[src/rtl/id_ex_stage.sv]
// ID/EX pipeline register: 1-cycle payload latency, valid/ready on both sides.
// Load-use hazards stall ID (in_ready low) until the load result can be forwarded.
module id_ex_stage #(
  parameter int XLEN    = 64,
  parameter int REGID_W = 5,
  parameter int ALUOP_W = 5,
  parameter int CNT_W   = 32
) (
  input  logic               clk,
  input  logic               rst_n,
  input  logic               in_valid,
  output logic               in_ready,
  input  logic [XLEN-1:0]    in_pc,
  input  logic [REGID_W-1:0] in_rs1,
  input  logic [REGID_W-1:0] in_rs2,
  input  logic [XLEN-1:0]    in_rdata1,
  input  logic [XLEN-1:0]    in_rdata2,
  input  logic [XLEN-1:0]    in_imm,
  input  logic [REGID_W-1:0] in_rd,
  input  logic               in_wen,
  input  logic               in_is_load,
  input  logic [ALUOP_W-1:0] in_alu_op,
  input  logic               flush,
  output logic               out_valid,
  input  logic               out_ready,
  output logic [XLEN-1:0]    out_pc,
  output logic [REGID_W-1:0] out_rs1,
  output logic [REGID_W-1:0] out_rs2,
  output logic [XLEN-1:0]    out_rdata1,
  output logic [XLEN-1:0]    out_rdata2,
  output logic [XLEN-1:0]    out_imm,
  output logic [REGID_W-1:0] out_rd,
  output logic               out_wen,
  output logic               out_is_load,
  output logic [ALUOP_W-1:0] out_alu_op,
  output logic               lu_stall,
  output logic [CNT_W-1:0]   stall_cnt
);

  typedef struct packed {
    logic [XLEN-1:0]    pc;
    logic [REGID_W-1:0] rs1;
    logic [REGID_W-1:0] rs2;
    logic [XLEN-1:0]    rdata1;
    logic [XLEN-1:0]    rdata2;
    logic [XLEN-1:0]    imm;
    logic [REGID_W-1:0] rd;
    logic               wen;
    logic               is_load;
    logic [ALUOP_W-1:0] alu_op;
  } payload_t;

  payload_t           in_p;
  payload_t           out_q;
  logic               valid_q;
  logic               lu_pend;
  logic [REGID_W-1:0] lu_rd;
  logic [CNT_W-1:0]   cnt_q;

  logic acc;
  logic dep;
  logic hz;
  logic ex_load_hz;
  logic pend_hz;
  logic load_leaves;

  always_comb begin
    in_p         = '0;
    in_p.pc      = in_pc;
    in_p.rs1     = in_rs1;
    in_p.rs2     = in_rs2;
    in_p.rdata1  = in_rdata1;
    in_p.rdata2  = in_rdata2;
    in_p.imm     = in_imm;
    in_p.rd      = in_rd;
    in_p.wen     = in_wen;
    in_p.is_load = in_is_load;
    in_p.alu_op  = in_alu_op;
  end

  function automatic logic src_match(input logic [REGID_W-1:0] r,
                                     input logic [REGID_W-1:0] s1,
                                     input logic [REGID_W-1:0] s2);
    return (r != '0) && ((s1 == r) || (s2 == r));
  endfunction

  // A load in EX, or one that left last cycle, has no data to forward yet.
  assign ex_load_hz = valid_q & out_q.is_load & out_q.wen & src_match(out_q.rd, in_rs1, in_rs2);
  assign pend_hz    = lu_pend & src_match(lu_rd, in_rs1, in_rs2);
  assign hz         = in_valid & (ex_load_hz | pend_hz);

  assign in_ready    = rst_n & ~flush & ~hz & (~valid_q | out_ready);
  assign acc         = in_valid & in_ready;
  assign dep         = valid_q & out_ready;
  assign lu_stall    = hz & ~flush;
  assign load_leaves = dep & out_q.is_load & out_q.wen & (out_q.rd != '0);

  always_ff @(posedge clk or negedge rst_n) begin
    if (!rst_n) begin
      valid_q <= 1'b0;
      out_q   <= '0;
    end else if (flush) begin
      valid_q <= 1'b0;
    end else if (acc) begin
      valid_q <= 1'b1;
      out_q   <= in_p;
    end else if (dep) begin
      valid_q <= 1'b0;
    end
  end

  always_ff @(posedge clk or negedge rst_n) begin
    if (!rst_n) begin
      lu_pend <= 1'b0;
      lu_rd   <= '0;
    end else begin
      lu_pend <= ~flush & load_leaves;
      if (load_leaves) lu_rd <= out_q.rd;
    end
  end

  always_ff @(posedge clk or negedge rst_n) begin
    if (!rst_n) begin
      cnt_q <= '0;
    end else if (lu_stall && (cnt_q != {CNT_W{1'b1}})) begin
      cnt_q <= cnt_q + CNT_W'(1);
    end
  end

  assign out_valid   = valid_q;
  assign out_pc      = out_q.pc;
  assign out_rs1     = out_q.rs1;
  assign out_rs2     = out_q.rs2;
  assign out_rdata1  = out_q.rdata1;
  assign out_rdata2  = out_q.rdata2;
  assign out_imm     = out_q.imm;
  assign out_rd      = out_q.rd;
  assign out_wen     = out_q.wen;
  assign out_is_load = out_q.is_load;
  assign out_alu_op  = out_q.alu_op;
  assign stall_cnt   = cnt_q;

endmodule

[config.mk]
export PLATFORM = sky130hd
export DESIGN_NAME = id_ex_stage
export DESIGN_NICKNAME = d
export VERILOG_FILES = /design/src/rtl/id_ex_stage.sv
export SDC_FILE = /design/constraint.sdc
export NUM_CORES = 1
export LEC_CHECK = 0
export ABC_AREA = 1
export CAP_MARGIN = 20
export CORE_AREA = 2 2 232 234
export CTS_CLUSTER_SIZE = 25
export DETAILED_ROUTE_END_ITERATION = 10
export DIE_AREA = 0 0 234 236
export PLACE_DENSITY = 0.54
export SYNTH_ARGS = -nofsm -noshare
export SYNTH_HDL_FRONTEND = slang
export SYNTH_SLANG_ARGS = --single-unit
[constraint.sdc]
create_clock -name clk -period 2.1 [get_ports clk]
set_clock_uncertainty 0.1 [all_clocks]
set_input_delay 0.63 -clock clk [delete_from_list [all_inputs] [get_ports clk]]
set_output_delay 0.63 -clock clk [all_outputs]
set_load 0.01 [all_outputs]
Yosys cells after proc, flatten, opt, wreduce, memory -nomap -nowiden

Index checks and enable logic that the tools add are counted.

Bits of input ports: 283
Register bits after elaboration: 317
Output and inout bits: 313
Logic and storage cells: 52

Reduce and logical (&&, ||, !) cells: 9
Mux-type cells: 3
Eq/ne operators: 5
Add/sub/neg operators: 1
Bitwise operators: 20

Operators with widths:

| kind                    | number |
|---|---|
| $add A32 B1 Y32 const B | 1 |
| $ne A32 B32 Y1 const B  | 1 |
| $eq A5 B5 Y1            | 4 |
| $and A1 B1 Y1           | 15 |
| $reduce_bool A5 Y1      | 2 |
| $logic_and A1 B1 Y1     | 3 |
| $mux W1                 | 3 |
| $not A1 Y1              | 3 |
| $reduce_bool A3 Y1      | 1 |
| $logic_or A1 B1 Y1      | 2 |
| $or A1 B1 Y1            | 2 |
| $reduce_and A2 Y1       | 1 |

Longest topological paths before layout

Depth in word-level cells: 12
Gate-level depth with buffers: 13
Mapped depth without buffers: 11

Worst setup path after synthesis

No wires, ideal clock.

Path kind: input port to output port
Start: in in_rs1[4]
End: out lu_stall
Slack: -0.294 ns
Stages on the path: 11
Data required time: 1.370 ns
Arrival: 1.664 ns
Buffers on the path: 1
Cells stage by stage: inv_1 nand2_1 nand2_1 nor2_1 nand3_1 nand2_1 nand2_2 nand2_4 inv_4 buf_2 nor3_1

Longest elaborated chain between the ends: 7
Elaborated cells on any way between the ends: 11
Those cells by class: eq/ne: 2; bitwise: 5; reduce/logical: 4

Ends and longest elaborated chain:

| what                             | line   | source |
|---|---|---|
| start, declared                  | 14     | `input logic [REGID_W-1:0] in_rs1,` |
| $eq A5 B5 Y1                     | 84     | `return (r != '0) && ((s1 == r) \|\| (s2 == r));` |
| $logic_or A1 B1 Y1               | 84     |  |
| $logic_and A1 B1 Y1              | 84     |  |
| $and A1 B1 Y1 (on tied branches) | 88, 89 |  |
| $or A1 B1 Y1 (*)                 | 90     | `assign hz = in_valid & (ex_load_hz \| pend_hz);` |
| $and A1 B1 Y1 (*)                | 90     |  |
| $and A1 B1 Y1 (*)                | 95     | `assign lu_stall = hz & ~flush;` |
| end, declared                    | 36     | `output logic lu_stall,` |

Mark *: on every way between the ends. The rest lies on a longest branch, timed or not.

Worst setup path in the final report

Start: reg out_q, in the netlist out_rd[0]
End: out in_ready

Longest elaborated chain between the ends: 9
Elaborated cells on any way between the ends: 11
Those cells by class: eq/ne: 2; bitwise: 6; reduce/logical: 3

Ends and longest elaborated chain:

| what                           | line | source |
|---|---|---|
| start, declared                | 54   | `payload_t out_q;` |
| start signal, assigned         | 106  | `out_q <= in_p;` |
| $eq A5 B5 Y1                   | 84   |  |
| $logic_or A1 B1 Y1             | 84   |  |
| $logic_and A1 B1 Y1 (*)        | 84   |  |
| $and A1 B1 Y1 (*)              | 88   | `assign ex_load_hz = valid_q & out_q.is_load & out_q.wen & src_match(out_q.rd, in_rs1, in_rs2);` |
| $or A1 B1 Y1 (*)               | 90   |  |
| $and A1 B1 Y1 (*)              | 90   |  |
| $not A1 Y1 (*)                 | 92   | `assign in_ready = rst_n & ~flush & ~hz & (~valid_q \| out_ready);` |
| $and A1 B1 Y1 (*) (2 in a row) | 92   |  |
| end, declared                  | 12   | `output logic in_ready,` |

Marks and branches as above.

==> impl_metrics.yaml <==
die:
  core.rowCount: 85
  die_x_um: 234
  dieArea_um2: 55200
  start_util_pct: 27.0
  die_h_um: 236
  io_pins: 596
  core-area_um2: 53100
place:
  place_inst: 2917
  port_buffers: 595
  hpwl_mm: 39.0
  dp_slack_ns: -1.24
  gp_congestion: 0.878
drt:
  routed_wl_mm: 57.5
  via_count: 14239
  drt_iter0_markers: 600
  drc: 0
  firstDrtPassIters: 5
  drt.antenna.violating_nets: 0
  routedWlPerCell_um: 19.2
  via_per_inst: 4.75
job:
  max_cap_violations: 0
power_and_ir_drop:
  powerDensity_nw_per_um2: 820
  cellLeakagePower_nw: 11.6
  fin_total_pwr_w: 0.0185
  ir_worst_vdd_uv: 556
timing:
  finalCriticalPeriod_ns: 2.69
  worst_pin_slew_ns: 0.923
  slew_headroom_pct: 38.5
  setup_viol: 265
  drv_slew: 0
  max_freq_mhz: 371
  hold_viol: 0
  rsz0062_at_grt: "true"
  fin_ws_ns: -0.593
  post-route-period-util_pct: 128
worst_setup_path:
  cp-start-kind: "flop"
  path_delay_family: "simple AND/OR/NAND/NOR gates"
  endpoint_kind: "output port"
  slowest_delay_ns: 0.48
  critPathKind: "reg2out"
  path_max_fanout: 6
  cp_cell_sequence: "nand2_1 > inv_1 > nor2_2 > nor2_2 > nand3_1 > nand2_1 > nand2_2 > nand2_4 > a21boi_2 > buf_6"
  crit_arrival_ns: 1.96
  critPathSlowestCell: "dfrtp_2"
  path_buf_inv: 2
  required_ns: 1.37
yosys:
  ys_seq_elements: 317
  avgSynthCellArea_um2: 8.55
  yosysSeqAreaShare_pct: 55.4
  yosys_warnings: 0
  synth_area_leaders: "dfrtp_1, nand2_1, nand4_1"
  synth_top_area_share_pct: 55.4
  netlist_area_um2: 14300
  ys_types: 28
  synthCells: 1675
  syn-num-nets: 1959
  yosys.area.top_type: "dfrtp_1"
global_routing:
  grt-ovfl-total: 0
  met2_usage_pct: 33.7
  grt_use_total_pct: 20.3
  busiest_layer: "met2"
  grtUsageMet1_pct: 23.7
  grt_max_degree: 154
  grt_pass1_wl_mm: 87.1
  antenna_found_initial: 3
  grt_pass1_vias: 14540
  globalRouteMet3Util_pct: 7.70
cells_and_area:
  fin_nets: 2559
  drive_gt1_share_pct: 9.43
  final_cells: 2999
  final_common_cell: "nand2_1"
  final_cell_mix: "nand2_1, nand4_1, dfrtp_1"
  fin_util_pct: 42.5
  area_growth_pct: 57.4
outcome:
  violations: "setup timing"
  status: "complete, but fails checks"
cts:
  clk_transition_reported_paths_ns: 0.05
  cts.path.max_buffers: 3
  cts_buffers: 39
  cts.sinks: 317
  htreeDepth: 2
  cts_tree: "built"
  clock-root-buffer: "clkbuf_16"
  clk_latency_ns: 0.55
min_path:
  hold_class: "reg2reg"
## metrics by stage
| stage | setup TNS [ns] | instance area (um2) | hold slack (ns) |
|---|---|---|---|
| 6_report | -8.77 | 22500 | 0.369 |
| 3_5_place_dp | -250.20 | 21300 | 0.364 |
| 4_1_cts | -33.75 | 22400 | 0.375 |
| 3_3_place_gp | -231.76 | 21300 | 0.362 |
| 5_1_grt | -56.32 | 22500 | 0.388 |
| 2_1_floorplan | -0.289 | 14300 | 0.234 |
## worst paths after layout
| path | start | end | slack, ns | cells past startpoint |
|---|---|---|---|---|
| setup / recovery | out_rd[0] | in_ready | -0.59 | 10 |
| max in group asynchronous | rst_n | out_imm[48] | 0.11 | 4 |
| hold reg to reg | out_rdata2[51] | out_rdata2[51] | 0.37 | 2 |
| setup reg to reg | out_rd[0] | out_pc[6] | -0.08 | 13 |
| min in group asynchronous | rst_n | lu_rd[1] | 0.57 | 3 |
| hold / removal | out_rdata2[51] | out_rdata2[51] | 0.37 | 2 |
## cell families after synthesis
group	share of synthesized area, %
flip-flops	55.4
AND/OR/NAND/NOR	36.0
XOR/XNOR	1.90
buffers and inverters	6.29
AO/OA/AOI/OAI	0.349
adder cells (fa/ha/maj)	0.0874
## layer usage
metal,up-vias,wire (um)
li1,6780,-
met1,6895,22600
met2,473,27300
met3,91,5650
met4,0,1980
met5,-,0
## area by class of cell
type / instances / area, um2
Timing Repair Buffer: 694 / 6790
Clock buffer: 52 / 1140
Fill cell: 5346 / 30500
Clock inverter: 14 / 100
Multi-Input combinational cell: 1184 / 5540
Tap cell: 696 / 871
Sequential cell: 317 / 7940
Inverter: 39 / 154
Antenna cell: 3 / 7.51
## registers in the layout, indices dropped and copies added, names as in the netlist, 32 cells and up
register and cells:
out_rdata1 64, out_imm 64, stall_cnt 32, out_rdata2 64
out_pc 64
## where the power goes
part	internal (W)	leakage, nW	switching, W
combinational	0.00206	6.93	0.00220
clock	0.00390	0.618	0.00268
sequential	0.00709	4.01	0.000552
## what timing repair did
item                                    4_1_cts  5_1_grt
hold buffers                                  1        0
resized for setup                           393       22
endpoints found under the setup margin      611      389
buffers inserted                              3        5
pin swaps                                     8        7
hold endpoints to repair                     24        0
cloned                                        5        1
## cells in the mapped netlist (all sizes together)
cell,n
o31ai,1
nor3b,1
nor2,66
nand4,315
xor2,13
xnor2,18
a21boi,1
buf,74
o21ai,7
nand2,747
nor3,3
clkbuf,61
dfrtp,317
nand3b,1
inv,39
ha,1
nand3,10
## tightest hold or removal path, cell delays in order (launching register included)
cell and delay, ns:
dfrtp_1 0.34, nand2_1 0.05, nand2_1 0.05
Note: power is estimated with default switching activity, not from simulation.
